`src/rtl/b10_link_arbiter.sv`:
```
// ---------------------------------------------------------------------------
// b10_link_arbiter
//   Round-robin arbiter plus rts/cts four-phase handshake sequencer that
//   shares one b10-style serial link among N_REQ requesters. The winner's
//   value is latched onto o_v_out, rts is raised until cts is seen, dropped
//   until cts clears, and a one-cycle ack is returned to the winner.
//
// Optional feature macro: LINK_ARB_TIMEOUT_EN
//   When defined, SEND and RELEASE abort after TIMEOUT_CYC cycles through a
//   one-cycle ABORT state that pulses o_err. When undefined, o_err is tied 0
//   and the handshake waits indefinitely.
//
// Ports
//   i_clock     system clock, rising edge
//   i_reset     asynchronous active-high reset
//   i_req       per-requester level request, held with data until ack/err
//   i_req_data  packed values, requester i at [i*DW +: DW]
//   o_ack       one-cycle completion pulse to the granted requester
//   o_err       one-cycle abort pulse (timeout build only, else 0)
//   o_rts       request-to-send toward the link
//   i_cts       clear-to-send from the link (synchronous to i_clock)
//   o_v_out     value presented on the link
//   o_busy      high in every state except IDLE
//   o_grant_id  index of the current/last granted requester
// ---------------------------------------------------------------------------
module b10_link_arbiter #(
  parameter int N_REQ       = 4,
  parameter int DW          = 4,
  parameter int TIMEOUT_CYC = 16,
  localparam int GW         = (N_REQ > 1) ? $clog2(N_REQ) : 1
) (
  input  logic                  i_clock,
  input  logic                  i_reset,
  input  logic [N_REQ-1:0]      i_req,
  input  logic [N_REQ*DW-1:0]   i_req_data,
  output logic [N_REQ-1:0]      o_ack,
  output logic [N_REQ-1:0]      o_err,
  output logic                  o_rts,
  input  logic                  i_cts,
  output logic [DW-1:0]         o_v_out,
  output logic                  o_busy,
  output logic [GW-1:0]         o_grant_id
);

`ifdef LINK_ARB_TIMEOUT_EN
  typedef enum logic [2:0] {
    S_IDLE    = 3'd0,
    S_SEND    = 3'd1,
    S_RELEASE = 3'd2,
    S_DONE    = 3'd3,
    S_ABORT   = 3'd4
  } state_t;
`else
  typedef enum logic [2:0] {
    S_IDLE    = 3'd0,
    S_SEND    = 3'd1,
    S_RELEASE = 3'd2,
    S_DONE    = 3'd3
  } state_t;
`endif

  // (base + step) mod N_REQ, with step in 1..N_REQ so one subtraction suffices.
  function automatic logic [GW-1:0] rr_index(input logic [GW-1:0] base, input int step);
    int sum;
    sum = int'(base) + step;
    if (sum >= N_REQ) sum = sum - N_REQ;
    return GW'(sum);
  endfunction

  state_t                r_state, w_state_next;
  logic                  r_rts, w_rts_next;
  logic [DW-1:0]         r_v_out, w_v_out_next;
  logic [N_REQ-1:0]      r_ack, w_ack_next;
  logic                  r_busy, w_busy_next;
  logic [GW-1:0]         r_grant_id, w_grant_id_next;
  logic [GW-1:0]         r_last, w_last_next;

  logic [N_REQ-1:0]      w_rot_req;
  logic [DW-1:0]         w_data_arr [N_REQ];
  logic [GW-1:0]         w_offset;
  logic [GW-1:0]         w_winner;

  // w_rot_req[k] is the request of the requester k+1 places after r_last,
  // so the lowest set bit is the round-robin winner.
  genvar gi;
  generate
    for (gi = 0; gi < N_REQ; gi++) begin : g_rot
      assign w_rot_req[gi]  = i_req[rr_index(r_last, gi + 1)];
      assign w_data_arr[gi] = i_req_data[gi*DW +: DW];
    end
  endgenerate

  always_comb begin
    w_offset = '0;
    for (int k = N_REQ - 1; k >= 0; k--) begin
      if (w_rot_req[k]) w_offset = GW'(k);
    end
  end

  assign w_winner = rr_index(r_last, int'(w_offset) + 1);

`ifdef LINK_ARB_TIMEOUT_EN
  localparam int CW = $clog2(TIMEOUT_CYC + 1);
  logic [CW-1:0]    r_cnt, w_cnt_next, w_cnt_inc;
  logic [N_REQ-1:0] r_err, w_err_next;
  logic             w_expired;

  assign w_cnt_inc = r_cnt + CW'(1);
  // This wait cycle would be the TIMEOUT_CYC-th one spent in the state.
  assign w_expired = (w_cnt_inc == CW'(TIMEOUT_CYC));
`endif

  always_comb begin
    w_state_next    = r_state;
    w_rts_next      = r_rts;
    w_v_out_next    = r_v_out;
    w_grant_id_next = r_grant_id;
    w_last_next     = r_last;
    w_ack_next      = '0;
`ifdef LINK_ARB_TIMEOUT_EN
    w_err_next      = '0;
`endif
    case (r_state)
      S_IDLE: begin
        if (|i_req) begin
          w_grant_id_next = w_winner;
          w_last_next     = w_winner;
          w_v_out_next    = w_data_arr[w_winner];
          w_rts_next      = 1'b1;
          w_state_next    = S_SEND;
        end
      end
      S_SEND: begin
        if (i_cts) begin
          w_rts_next   = 1'b0;
          w_state_next = S_RELEASE;
        end
`ifdef LINK_ARB_TIMEOUT_EN
        else if (w_expired) begin
          w_rts_next               = 1'b0;
          w_err_next[r_grant_id]   = 1'b1;
          w_state_next             = S_ABORT;
        end
`endif
      end
      S_RELEASE: begin
        if (!i_cts) begin
          w_ack_next[r_grant_id] = 1'b1;
          w_state_next           = S_DONE;
        end
`ifdef LINK_ARB_TIMEOUT_EN
        else if (w_expired) begin
          w_err_next[r_grant_id] = 1'b1;
          w_state_next           = S_ABORT;
        end
`endif
      end
      S_DONE: w_state_next = S_IDLE;
`ifdef LINK_ARB_TIMEOUT_EN
      S_ABORT: w_state_next = S_IDLE;
`endif
      default: w_state_next = S_IDLE;
    endcase

`ifdef LINK_ARB_TIMEOUT_EN
    if (w_state_next != r_state) begin
      w_cnt_next = '0;
    end else if (r_state == S_SEND || r_state == S_RELEASE) begin
      w_cnt_next = w_cnt_inc;
    end else begin
      w_cnt_next = r_cnt;
    end
`endif
    w_busy_next = (w_state_next != S_IDLE);
  end

  always_ff @(posedge i_clock or posedge i_reset) begin
    if (i_reset) begin
      r_state    <= S_IDLE;
      r_rts      <= 1'b0;
      r_v_out    <= '0;
      r_ack      <= '0;
      r_busy     <= 1'b0;
      r_grant_id <= '0;
      r_last     <= GW'(N_REQ - 1);
`ifdef LINK_ARB_TIMEOUT_EN
      r_err      <= '0;
      r_cnt      <= '0;
`endif
    end else begin
      r_state    <= w_state_next;
      r_rts      <= w_rts_next;
      r_v_out    <= w_v_out_next;
      r_ack      <= w_ack_next;
      r_busy     <= w_busy_next;
      r_grant_id <= w_grant_id_next;
      r_last     <= w_last_next;
`ifdef LINK_ARB_TIMEOUT_EN
      r_err      <= w_err_next;
      r_cnt      <= w_cnt_next;
`endif
    end
  end

  assign o_rts      = r_rts;
  assign o_v_out    = r_v_out;
  assign o_ack      = r_ack;
  assign o_busy     = r_busy;
  assign o_grant_id = r_grant_id;
`ifdef LINK_ARB_TIMEOUT_EN
  assign o_err      = r_err;
`else
  assign o_err      = '0;
`endif

endmodule

```
`config.mk`:
```
export PLATFORM = sky130hd
export DESIGN_NAME = b10_link_arbiter
export DESIGN_NICKNAME = d
export VERILOG_FILES = /design/src/rtl/b10_link_arbiter.sv
export SDC_FILE = /design/constraint.sdc
export NUM_CORES = 1
export LEC_CHECK = 0
export BUFFER_PORTS_ARGS = -buffer_cell sky130_fd_sc_hd__buf_2
export CAP_MARGIN = 0
export CORE_AREA = 4 4 52 54
export DETAILED_ROUTE_END_ITERATION = 12
export DIE_AREA = 0 0 56 58
export HOLD_SLACK_MARGIN = 0.03
export PLACE_DENSITY = 0.8
export SETUP_SLACK_MARGIN = 0.3
export SLEW_MARGIN = 20
export SYNTH_ARGS = -nofsm -noshare
export SYNTH_HDL_FRONTEND = slang
export SYNTH_SLANG_ARGS = --single-unit
export TNS_END_PERCENT = 1
```
`constraint.sdc`:
```
create_clock -name i_clock -period 5.95 [get_ports i_clock]
set_clock_uncertainty 0.1 [all_clocks]
set_input_delay 0.8925 -clock i_clock [delete_from_list [all_inputs] [get_ports i_clock]]
set_output_delay 0.8925 -clock i_clock [all_outputs]
set_load 0.02 [all_outputs]
```
Word level (Yosys, flattened, before mapping)
Index checks and enable logic that the tools add are counted.
{"block": "word_totals", "wordCells": 73, "input_bits": 23, "regBits": 17, "output_inout_bits": 16}
{"block": "op_classes", "addsub": 11, "n_reduce_logical": 7, "eq_ne": 4, "magnitude_cmp": 12, "n_bitwise": 1, "muxes": 31}
{"cell": "two-way mux 2 bit", "count": 9}
{"cell": "two-way mux 4 bit", "count": 4}
{"cell": "< comparator 2 x 3 -> 1 bit, second input constant", "count": 5}
{"cell": ">= comparator 3 bit, second input constant", "count": 4}
{"cell": "subtractor 2 x 1 -> 2 bit, second input constant", "count": 5}
{"cell": "two-way mux 3 bit", "count": 3}
{"cell": "one-hot mux 3 bit (3 select lines)", "count": 1}
{"cell": "binary-select mux 1 bit (select 2 bit)", "count": 4}
{"cell": "binary-select mux 4 bit (select 2 bit)", "count": 1}
{"cell": ">= comparator 4 x 3 -> 1 bit, second input constant", "count": 2}
{"cell": "two-way mux 1 bit", "count": 7}
{"cell": "adder 2 x 1 -> 3 bit, second input constant", "count": 2}
{"cell": "adder 2 x 2 -> 3 bit, second input constant", "count": 2}
{"cell": "adder 2 x 3 -> 4 bit", "count": 1}
{"cell": "adder 2 x 3 -> 4 bit, second input constant", "count": 1}
{"cell": "inequality test 2 bit, second input constant", "count": 2}
{"cell": "OR reduction 4 bit", "count": 1}
{"cell": "== test 3 x 1 -> 1 bit, second input constant", "count": 1}
{"cell": "== test 3 x 2 -> 1 bit, second input constant", "count": 1}
{"cell": "zero test 3 bit", "count": 1}
{"cell": "inverter 2 -> 3 bit", "count": 1}
{"cell": "AND reduction 3 bit", "count": 1}
{"cell": "nonzero test 3 bit", "count": 1}
{"cell": "demux 1 bit (select 2 bit)", "count": 1}
{"cell": "other kinds (5)", "count": 5}

Longest topological paths before layout
Gate-level depths: netlist (run 1).
{"block": "logic_depth", "word_depth": 17, "ltp_mapped": 11, "depth_no_buf": 10}

Worst setup path before layout (run 1)
No wires, ideal clock.
{"block": "synth_timing", "kind": "input to register", "start": "in i_req[0]", "end": "reg r_v_out[0], in the netlist o_v_out[0]", "setup_slack_ns": 3.243, "setup_time_ns": 0.128, "path_buffers": 1, "cell_stages": 11, "t_required_ns": 5.722, "arrival_time_ns": 2.479, "path_cell_list": "nor2_1 nor2_1 a21oi_1 o221ai_1 o21ai_1 ha_1 buf_1 mux2i_1 nor3_1 mux2i_1 nand3_1"}
{"block": "synth_between", "elab_chain_cells": 14, "elab_cells_between_ends": 23, "cone_classes": "3 x add/sub; 1 x order compare; 16 x mux; 1 x bitwise; 2 x reduce/logical"}
{"item": "from (decl)", "line_no": "34", "source": "input logic [N_REQ-1:0] i_req,"}
{"item": "binary-select mux 1 bit (select 2 bit)", "line_no": "88", "source": "assign w_rot_req[gi] = i_req[rr_index(r_last, gi + 1)];"}
{"item": "two-way mux 1 bit (not written as such)", "line_no": "88"}
{"item": "two-way mux 2 bit (4 in series)", "line_no": "96", "source": "if (w_rot_req[k]) w_offset = GW'(k);"}
{"item": "adder 2 x 1 -> 3 bit", "line_no": "100", "source": "assign w_winner = rr_index(r_last, int'(w_offset) + 1);"}
{"item": "adder 2 x 3 -> 4 bit", "line_no": "65", "source": "sum = int'(base) + step;"}
{"item": ">= comparator 4 x 3 -> 1 bit or subtractor 2 x 1 -> 2 bit (tied branches)", "line_no": "66", "source": "if (sum >= N_REQ) sum = sum - N_REQ;"}
{"item": "two-way mux 2 bit", "line_no": "66"}
{"item": "inverter 2 -> 3 bit (not written as such)", "line_no": "128", "source": "w_v_out_next = w_data_arr[w_winner];"}
{"item": "binary-select mux 4 bit (select 2 bit)", "line_no": "128"}
{"item": "two-way mux 4 bit (not written as such) (2 in series)", "line_no": "128"}
{"item": "to (signal assigned)", "line_no": "193", "source": "r_v_out <= w_v_out_next;"}
{"item": "to (decl)", "line_no": "72", "source": "logic [DW-1:0] r_v_out, w_v_out_next;"}
Several ways; a longest one is shown, not always the timed one. The select of a mux whose other input is x is not followed.
A chain may end at the register's enable or synchronous reset.

Worst setup path in the final report (run 1)
{"block": "layout_timing", "start": "in i_req[2]", "end": "reg r_v_out[3], in the netlist o_v_out[3]"}
The elaborated chain is that of the path after synthesis.

==> impl_metrics.toml, run 1 <==
[placement]
io_buffers = 34
hpwl_mm = 1.94
routabilityCongestion = 0.725
place_area_um2 = 1280

[yosys]
yosysWarnings = 0
avgSynthCellArea_um2 = 9.08
netlist.area_leader.share_pct = 32.8
synth_ff_type = "dfrtp_1"
yosys_register_bits = 17
yosysSeqAreaShare_pct = 37.4
synth_edf_count = 0
yosysUniqueCellTypes = 38
netlist_instances = 126
synth.cell_area_um2 = 1140
synth_top_area_cell = "dfrtp_1"
yosys-top-cells-area = "dfrtp_1, mux2i_1, nor3_1"
async_flop_share_pct = 100

[grt]
grt_pass1_wl_mm = 4.51
antenna_found_initial = 0
overflow = 0
grt_max_degree = 25
grt_pass1_vias = 1038
grt_usage_pct = 17.5

[final_layout]
layout_common_cells = "buf_2, nor3_1, mux2i_1"
final_cell_area_um2 = 1300
nets = 182
area.growth.synth_to_final_pct = 14.0
diodes = 0
layout_commonest_cell = "buf_2"
layout-drive-gt1-share_pct = 28.7
final_core_util_pct = 58.9

[clock_network]
cts_resized = 0
clk_latency_ns = 0.30
holdBufCountCts = 0
cts_buffer_depth = 2
cts-root-buf = "clkbuf_4"
htree_levels = 1
clock_sinks = 17
cts_tree = "built"
cts_buffers = 3
path_clk_slew_ns = 0.11
post-cts-setup-buffers = 0

[run]
cap_viol_max_count = 0

[floorplanning]
rows = 17
die_area_um2 = 3250
die_y_um = 58
core_um2 = 2210
boundaryPins = 39
die_x_um = 56
start_util_pct = 51.7

[critical_path]
arrival_ns = 2.85
max_stage_delay_ns = 0.60
cp_slowest_cell = "ha_1"
end_kind = "flip-flop"
start_kind = "primary input"
crit_type = "in2reg"
cp_top_family = "adder cells"
required_ns = 6.04
critical_path_buf_inv_count = 1
critPathMaxFanout = 10
path_common_cell = "mux2i_1"
path_cells = "buf_2 -> nor2_1 -> nand2_1 -> o21ai_0 -> o21ai_1 -> ha_1 -> mux2i_1 -> nor3_1 -> mux2i_1 -> nand3_1"

[routing]
first_pass_iters = 4
routed_wl_mm = 2.63
drtAntennaViolNets = 0
post_drt_wl_per_cell_um = 14.2
drt_iter0_markers = 34
viasPerCell = 5.39
vias = 998
drc = 0

[sta]
max_freq_ghz = 0.363
setup_violations = 0
worst_pin_slew_ns = 1.16
holdWs_ns = 0.408
maxSlewViolCount = 0
fin_crit_sh_pct = 46.3
hold_viol = 0
rsz0062_at_grt = "no"
max-slew-margin-rel_pct = 22.9
min_period_ns = 2.76
fin_tns_setup_ns = 0

[pwr]
leakage_nw = 0.628
power_density_nw_per_um2 = 457
peakVddDrop_v = 0.000211

[outcome]
status = "completed"

[min_path]
hold_class = "reg2reg"
-- metal layers --
| metal | wire (um) | GRT usage, % | part of all wire [%] |
|---|---|---|---|
| met1 | 1100 | 20.1 | 42 |
| met3 | 126 | 3.12 | 4.8 |
| met5 | 0 | 0 | 0 |
| met4 | 63 | 10.5 | 2.4 |
| met2 | 1350 | 30.4 | 51 |
-- metrics by stage --
step | instances | worst slack (ns) | total power [W]
floorplan | 130 | 3.24 | 0.000459
global placement | 181 | 3.02 | 0.000511
detailed placement | 181 | 2.90 | 0.000530
CTS | 185 | 3.24 | 0.000596
global route | 185 | 2.98 | 0.000640
finish | 185 | 3.19 | 0.000596
-- synth_stat cells (all sizes together), types with 2 or more instances --
library cell and instances:
nor3 18, mux2i 16, dfrtp 15, nor2 13, buf 10, nand2 10
a21oi 7, nand3 4, o21ai 4, inv 3, dfstp 2, nand2b 2
nor2b 2, or2 2, xnor2 2
-- registers in the layout (all words and copies together), names as in the netlist --
register / flops
o_ack: 4
o_busy: 1
o_grant_id: 2
o_rts: 1
o_v_out: 4
r_last: 2
r_state: 3
-- worst paths after layout --
path,from,end,slack (ns),cells after the start
setup / recovery,i_req[2],o_v_out[3],3.19,10
hold / removal,o_v_out[2],o_v_out[2],0.41,2
setup reg to reg,r_last[1],o_v_out[3],3.30,9
hold reg to reg,o_v_out[2],o_v_out[2],0.41,2
max in group asynchronous,i_reset,o_ack[3],4.77,2
min in group asynchronous,i_reset,o_v_out[1],0.55,2
-- power by group --
part / internal [W] / switching (W) / total (W)
registers: 0.000154 / 0.0000371 / 0.000191
clock network: 0.0000251 / 0.0000405 / 0.0000655
logic: 0.000135 / 0.000205 / 0.000339
-- cell type report --
type,count,area [um2]
fill,198,908
multi-input combinational,99,632
sequential,17,428
timing repair buffer,34,170
tap,28,35.0
clock buffer,3,22.5
inverter,3,11.3
clock inverter,1,5.00
-- tightest hold or removal path, cell delays in order, from the launching register on --
cell and delay [ns]:
dfrtp_1 0.36, nand2_1 0.05, nand3_1 0.07
-- cells by family after synthesis --
| kind of cell | count (synthesis) | synth area share [%] |
|---|---|---|
| buf+inv | 14 | 8.64 |
| fa+ha+maj | 1 | 1.09 |
| other cells | 1 | 0.328 |
| flops | 17 | 37.4 |
| compound gates | 19 | 12.0 |
| xor+xnor | 3 | 2.95 |
| simple gates | 54 | 22.5 |
| mux | 17 | 15.0 |
Power figures use the tool's default switching activity.
==> run 2: changes to the inputs <==
--- a/config.mk
+++ b/config.mk
@@ -7,11 +7,11 @@
 export LEC_CHECK = 0
 export BUFFER_PORTS_ARGS = -buffer_cell sky130_fd_sc_hd__buf_2
 export CAP_MARGIN = 0
-export CORE_AREA = 4 4 52 54
+export CORE_AREA = 4 4 54 56
 export DETAILED_ROUTE_END_ITERATION = 12
-export DIE_AREA = 0 0 56 58
+export DIE_AREA = 0 0 58 60
 export HOLD_SLACK_MARGIN = 0.03
-export PLACE_DENSITY = 0.8
+export PLACE_DENSITY = 0.74
 export SETUP_SLACK_MARGIN = 0.3
 export SLEW_MARGIN = 20
 export SYNTH_ARGS = -nofsm -noshare
==> constraint.sdc (replaced) <==
create_clock -name i_clock -period 2.8 [get_ports i_clock]
set_clock_uncertainty 0.1 [all_clocks]
set_input_delay 0.42 -clock i_clock [delete_from_list [all_inputs] [get_ports i_clock]]
set_output_delay 0.42 -clock i_clock [all_outputs]
set_load 0.02 [all_outputs]
==> run 2 against run 1 <==
  * Power is 120% higher
  * Die area is 7.1% higher
  * First-iteration DRC count is 41% higher
  * Register-to-register slack worse by 2.8 ns
  * Sequential cell count stayed put
  * Setup slack worse by 2.7 ns
==> impl_metrics.toml, run 2 (synthesis gave the netlist of run 1 again) <==
[sta]
rsz0062_at_grt = "no"
fin_crit_sh_pct = 82.2
holdWs_ns = 0.0980
worst_pin_slew_ns = 0.701
max_freq_ghz = 0.434
fin_tns_setup_ns = 0
max-slew-margin-rel_pct = 53.2
hold_viol = 0
min_period_ns = 2.30
setup_violations = 0
maxSlewViolCount = 0

[routing]
vias = 1007
viasPerCell = 5.30
post_drt_wl_per_cell_um = 12.5
drt_iter0_markers = 48
first_pass_iters = 4
drtAntennaViolNets = 0
routed_wl_mm = 2.38
drc = 0

[clock_network]
clk_latency_ns = 0.29
cts_tree = "built"
cts-root-buf = "clkbuf_4"
clock_sinks = 17
cts_buffer_depth = 2
holdBufCountCts = 0
path_clk_slew_ns = 0.11
htree_levels = 1
cts_buffers = 3

[critical_path]
required_ns = 2.87
crit_type = "reg2reg"
r2r_slack_ns = 0.50
critPathMaxFanout = 10
start_kind = "flip-flop"
cp_top_family = "flip-flops"
r2r_start = "r_last[1]"
path_cells = "nand2b_1 -> a21oi_1 -> o21ai_0 -> o21ai_1 -> ha_4 -> mux2i_1 -> nor3_1 -> mux2i_1 -> nand3_1"
path_common_cell = "mux2i_1"
reg2reg_to = "o_v_out[1]"
arrival_ns = 2.37
reg2regPathDepth = 9
end_kind = "flip-flop"
cp_slowest_cell = "dfstp_2"
max_stage_delay_ns = 0.64
critical_path_buf_inv_count = 0

[final_layout]
layout_commonest_cell = "buf_2"
diodes = 0
final_cell_area_um2 = 1340
nets = 185
area.growth.synth_to_final_pct = 17.5
layout-drive-gt1-share_pct = 30.6
layout_common_cells = "buf_2, nor3_1, mux2i_1"

[floorplanning]
rows = 18
die_y_um = 60
core_um2 = 2430
die_x_um = 58
boundaryPins = 39
die_area_um2 = 3480
start_util_pct = 47.0

[grt]
antenna_found_initial = 0
grt_pass1_vias = 911
overflow = 0
grt_max_degree = 24
met1_usage_pct = 17.4
grt_busiest_layer = "met2"
grtUsageMet2_pct = 24.2
grt_pass1_wl_mm = 3.80
met3_usage_pct = 2.16
grt_usage_pct = 14.0

[placement]
hpwl_mm = 1.84
place_area_um2 = 1300
routabilityCongestion = 0.821
io_buffers = 34

[outcome]
status = "completed"

[pwr]
power_density_nw_per_um2 = 980
peakVddDrop_v = 0.000796
leakage_nw = 0.638

[run]
cap_viol_max_count = 0

[min_path]
hold_class = "in2async"
## run 2: cell types whose count changed in the layout (fill, tap and decap cells not counted), sizes merged
cell      delta
buf          +3
clkinv       -1
clkinvlp     +1
## run 2: stage by stage
stage          utilization [%]  total power [W]  instances  worst slack, ns
6_report                  55.2          0.00132        190            0.498
2_1_floorplan                -         0.000975        130            0.313
3_3_place_gp              53.5          0.00112        186            0.381
3_5_place_dp              53.5          0.00116        186            0.262
5_1_grt                   55.2          0.00142        190            0.329
4_1_cts                   54.8          0.00130        190            0.361
## run 2: worst max-delay path by stage
stage / from / end / slack (ns) / depth (start not counted)
floorplan: r_last[1] / o_v_out[0] / 0.31 / 11
finish: r_last[1] / o_v_out[1] / 0.50 / 9
global placement: i_req[2] / o_v_out[0] / 0.38 / 11
CTS: r_last[1] / o_v_out[1] / 0.36 / 9
detailed placement: i_req[0] / o_v_out[1] / 0.26 / 11
global route: r_last[1] / o_v_out[1] / 0.33 / 9
## run 2: final cells by class
type                    count  area, um2
clock inverters             1       7.51
repair buffers             37        193
clock buffers               3       22.5
well taps                  30       37.5
multi-input cells          99        644
fillers                   234       1090
flip-flops and latches     17        428
inverters                   3       11.3
## run 2: repair_timing
action,CTS,global route
setup endpoints to repair,4,4
resized for setup,1,1
buffers inserted,0,0
## run 2: worst register-to-register path: cells and delay by family, from the launching register on
family          cells  cell delay [ns]
flops               1             0.64
mux                 2             0.44
simple gates        3             0.31
compound gates      3             0.31
fa+ha+maj           1             0.38
## run 2: routing by layer
metal  wire length (um)  vias up
li1                   -      511
met1                996      476
met2               1260       18
met3                 96        2
met4                 20        0
met5                  0        -
## run 2: power by group
group | leakage, nW | internal, W | switching (W)
combinational | 0.415 | 0.000341 | 0.000438
sequential | 0.209 | 0.000327 | 0.0000785
clock | 0.0139 | 0.0000542 | 0.0000783
==> run 3: changes to the inputs <==
--- a/config.mk
+++ b/config.mk
@@ -7,11 +7,11 @@
 export LEC_CHECK = 0
 export BUFFER_PORTS_ARGS = -buffer_cell sky130_fd_sc_hd__buf_2
 export CAP_MARGIN = 0
-export CORE_AREA = 4 4 54 56
+export CORE_AREA = 4 4 42 80
 export DETAILED_ROUTE_END_ITERATION = 12
-export DIE_AREA = 0 0 58 60
+export DIE_AREA = 0 0 46 84
 export HOLD_SLACK_MARGIN = 0.03
-export PLACE_DENSITY = 0.74
+export PLACE_DENSITY = 0.69
 export SETUP_SLACK_MARGIN = 0.3
 export SLEW_MARGIN = 20
 export SYNTH_ARGS = -nofsm -noshare
==> constraint.sdc (replaced) <==
create_clock -name i_clock -period 2 [get_ports i_clock]
set_clock_uncertainty 0.1 [all_clocks]
set_input_delay 0.3 -clock i_clock [delete_from_list [all_inputs] [get_ports i_clock]]
set_output_delay 0.3 -clock i_clock [all_outputs]
set_load 0.02 [all_outputs]
==> run 3 against run 2 <==
  * The run now ends with negative setup slack left
  * Cell count increased by 6.8%
  * Power increased by 77%
  * Sequential cell count unchanged
  * Fmax increased by 2.6%
  * Critical endpoint is now o_v_out[3]
  * Largest power group unchanged
==> impl_metrics.toml, run 3 (synthesis gave the netlist of run 1 again) <==
[grt]
grt_pass1_vias = 1107
grt_max_degree = 25
grt_pass1_wl_mm = 4.62
antenna_found_initial = 0
overflow = 0
grt_usage_pct = 15.2

[routing]
viasPerCell = 5.40
drt_iter0_markers = 12
first_pass_iters = 4
routed_wl_mm = 2.76
vias = 1096
drtAntennaViolNets = 0
drc = 0
post_drt_wl_per_cell_um = 13.6

[final_layout]
nets = 199
final_cell_area_um2 = 1550
layout_commonest_cell = "buf_2"
layout-drive-gt1-share_pct = 40.8
diodes = 0
area.growth.synth_to_final_pct = 35.8
layout_common_cells = "buf_2, nor3_1, dfrtp_1"

[sta]
worst_pin_slew_ns = 0.628
maxSlewViolCount = 0
holdWs_ns = 0.0199
setup_violations = 4
hold_viol = 0
rsz0062_at_grt = "yes"
max-slew-margin-rel_pct = 58.1
fin_crit_sh_pct = 112
min_period_ns = 2.24
worst_slack_ns = -0.244
fin_tns_setup_ns = -0.882
max_freq_ghz = 0.446

[pwr]
leakage_nw = 0.729
power_density_nw_per_um2 = 1500
peakVddDrop_v = 0.00110

[clock_network]
clock_sinks = 17
cts_buffers = 3
htree_levels = 1
cts_buffer_depth = 2
cts_tree = "built"
cts-root-buf = "clkbuf_8"
clk_latency_ns = 0.25
path_clk_slew_ns = 0.06

[critical_path]
critPathLaunch = "r_last[1]"
critPathMaxFanout = 6
cp_slowest_cell = "dfstp_2"
start_kind = "flip-flop"
required_ns = 2.03
path_cells = "nand2b_4 -> a21oi_1 -> o21ai_1 -> o21ai_1 -> ha_2 -> buf_12 -> mux2i_1 -> nor3_1 -> mux2i_1 -> nand3_1"
crit_type = "reg2reg"
arrival_ns = 2.27
max_stage_delay_ns = 0.55
end_kind = "flip-flop"
r2r_start = "r_last[1]"

[floorplanning]
core_um2 = 2770
die_y_um = 84
boundaryPins = 39
rows = 27
die_area_um2 = 3860
die_x_um = 46
start_util_pct = 41.3

[min_path]
hold_class = "in2async"

[placement]
io_buffers = 34
routabilityCongestion = 0.779
hpwl_mm = 2.12
place_area_um2 = 1430

[outcome]
violations = "negative setup slack"
status = "finished, violations left"

[run]
cap_viol_max_count = 0
-- run 3: final timing paths --
kind,endpoint,slack [ns],cells past startpoint
max reg2reg,o_v_out[3],-0.24,10
max in group asynchronous,r_state[1],1.37,2
min,o_v_out[0],0.02,2
min reg2reg,o_v_out[0],0.40,2
max,o_v_out[3],-0.24,10
min in group i_clock,r_state[0],0.30,3
-- run 3: layout make-up --
type	instances	area, um2
inverter	3	11.3
clock inverter	1	5.00
timing repair buffer	51	327
fill	255	1220
sequential	17	428
tap	29	36.3
clock buffer	3	41.3
multi-input combinational	99	704
-- run 3: per-stage QoR --
stage	setup WS [ns]	total power (W)	util, %	cells
3_5_place_dp	-0.192	0.00186	51.6	199
5_1_grt	-0.381	0.00249	56.1	203
6_report	-0.244	0.00233	56.1	203
3_3_place_gp	-0.111	0.00181	51.6	199
4_1_cts	-0.208	0.00219	54.1	203
2_1_floorplan	-0.110	0.00142	-	130
-- run 3: power breakdown --
| part | internal, W | total, W | switching [W] |
|---|---|---|---|
| combinational | 0.000777 | 0.00153 | 0.000758 |
| sequential | 0.000457 | 0.000544 | 0.0000862 |
| clock | 0.000138 | 0.000252 | 0.000114 |
-- run 3: per-layer routing --
metal,up-vias,routed length (um),global-route usage [%]
met5,-,0,0
met4,0,55,5.70
met3,6,96,1.51
met2,24,1550,26.5
met1,533,1060,17.9
li1,533,-,-
-- run 3: repair_timing --
action,4_1_cts,5_1_grt
pin swaps,2,1
buffers inserted,0,0
resized for setup,5,9
setup endpoints to repair,8,8
hold buffers,0,0
-- run 3: critical path: cells and delay by family (launching register included) --
family	cells	cell delay, ns
buf+inv	1	0.14
flops	1	0.55
simple gates	3	0.29
compound gates	3	0.27
fa+ha+maj	1	0.37
mux	2	0.39
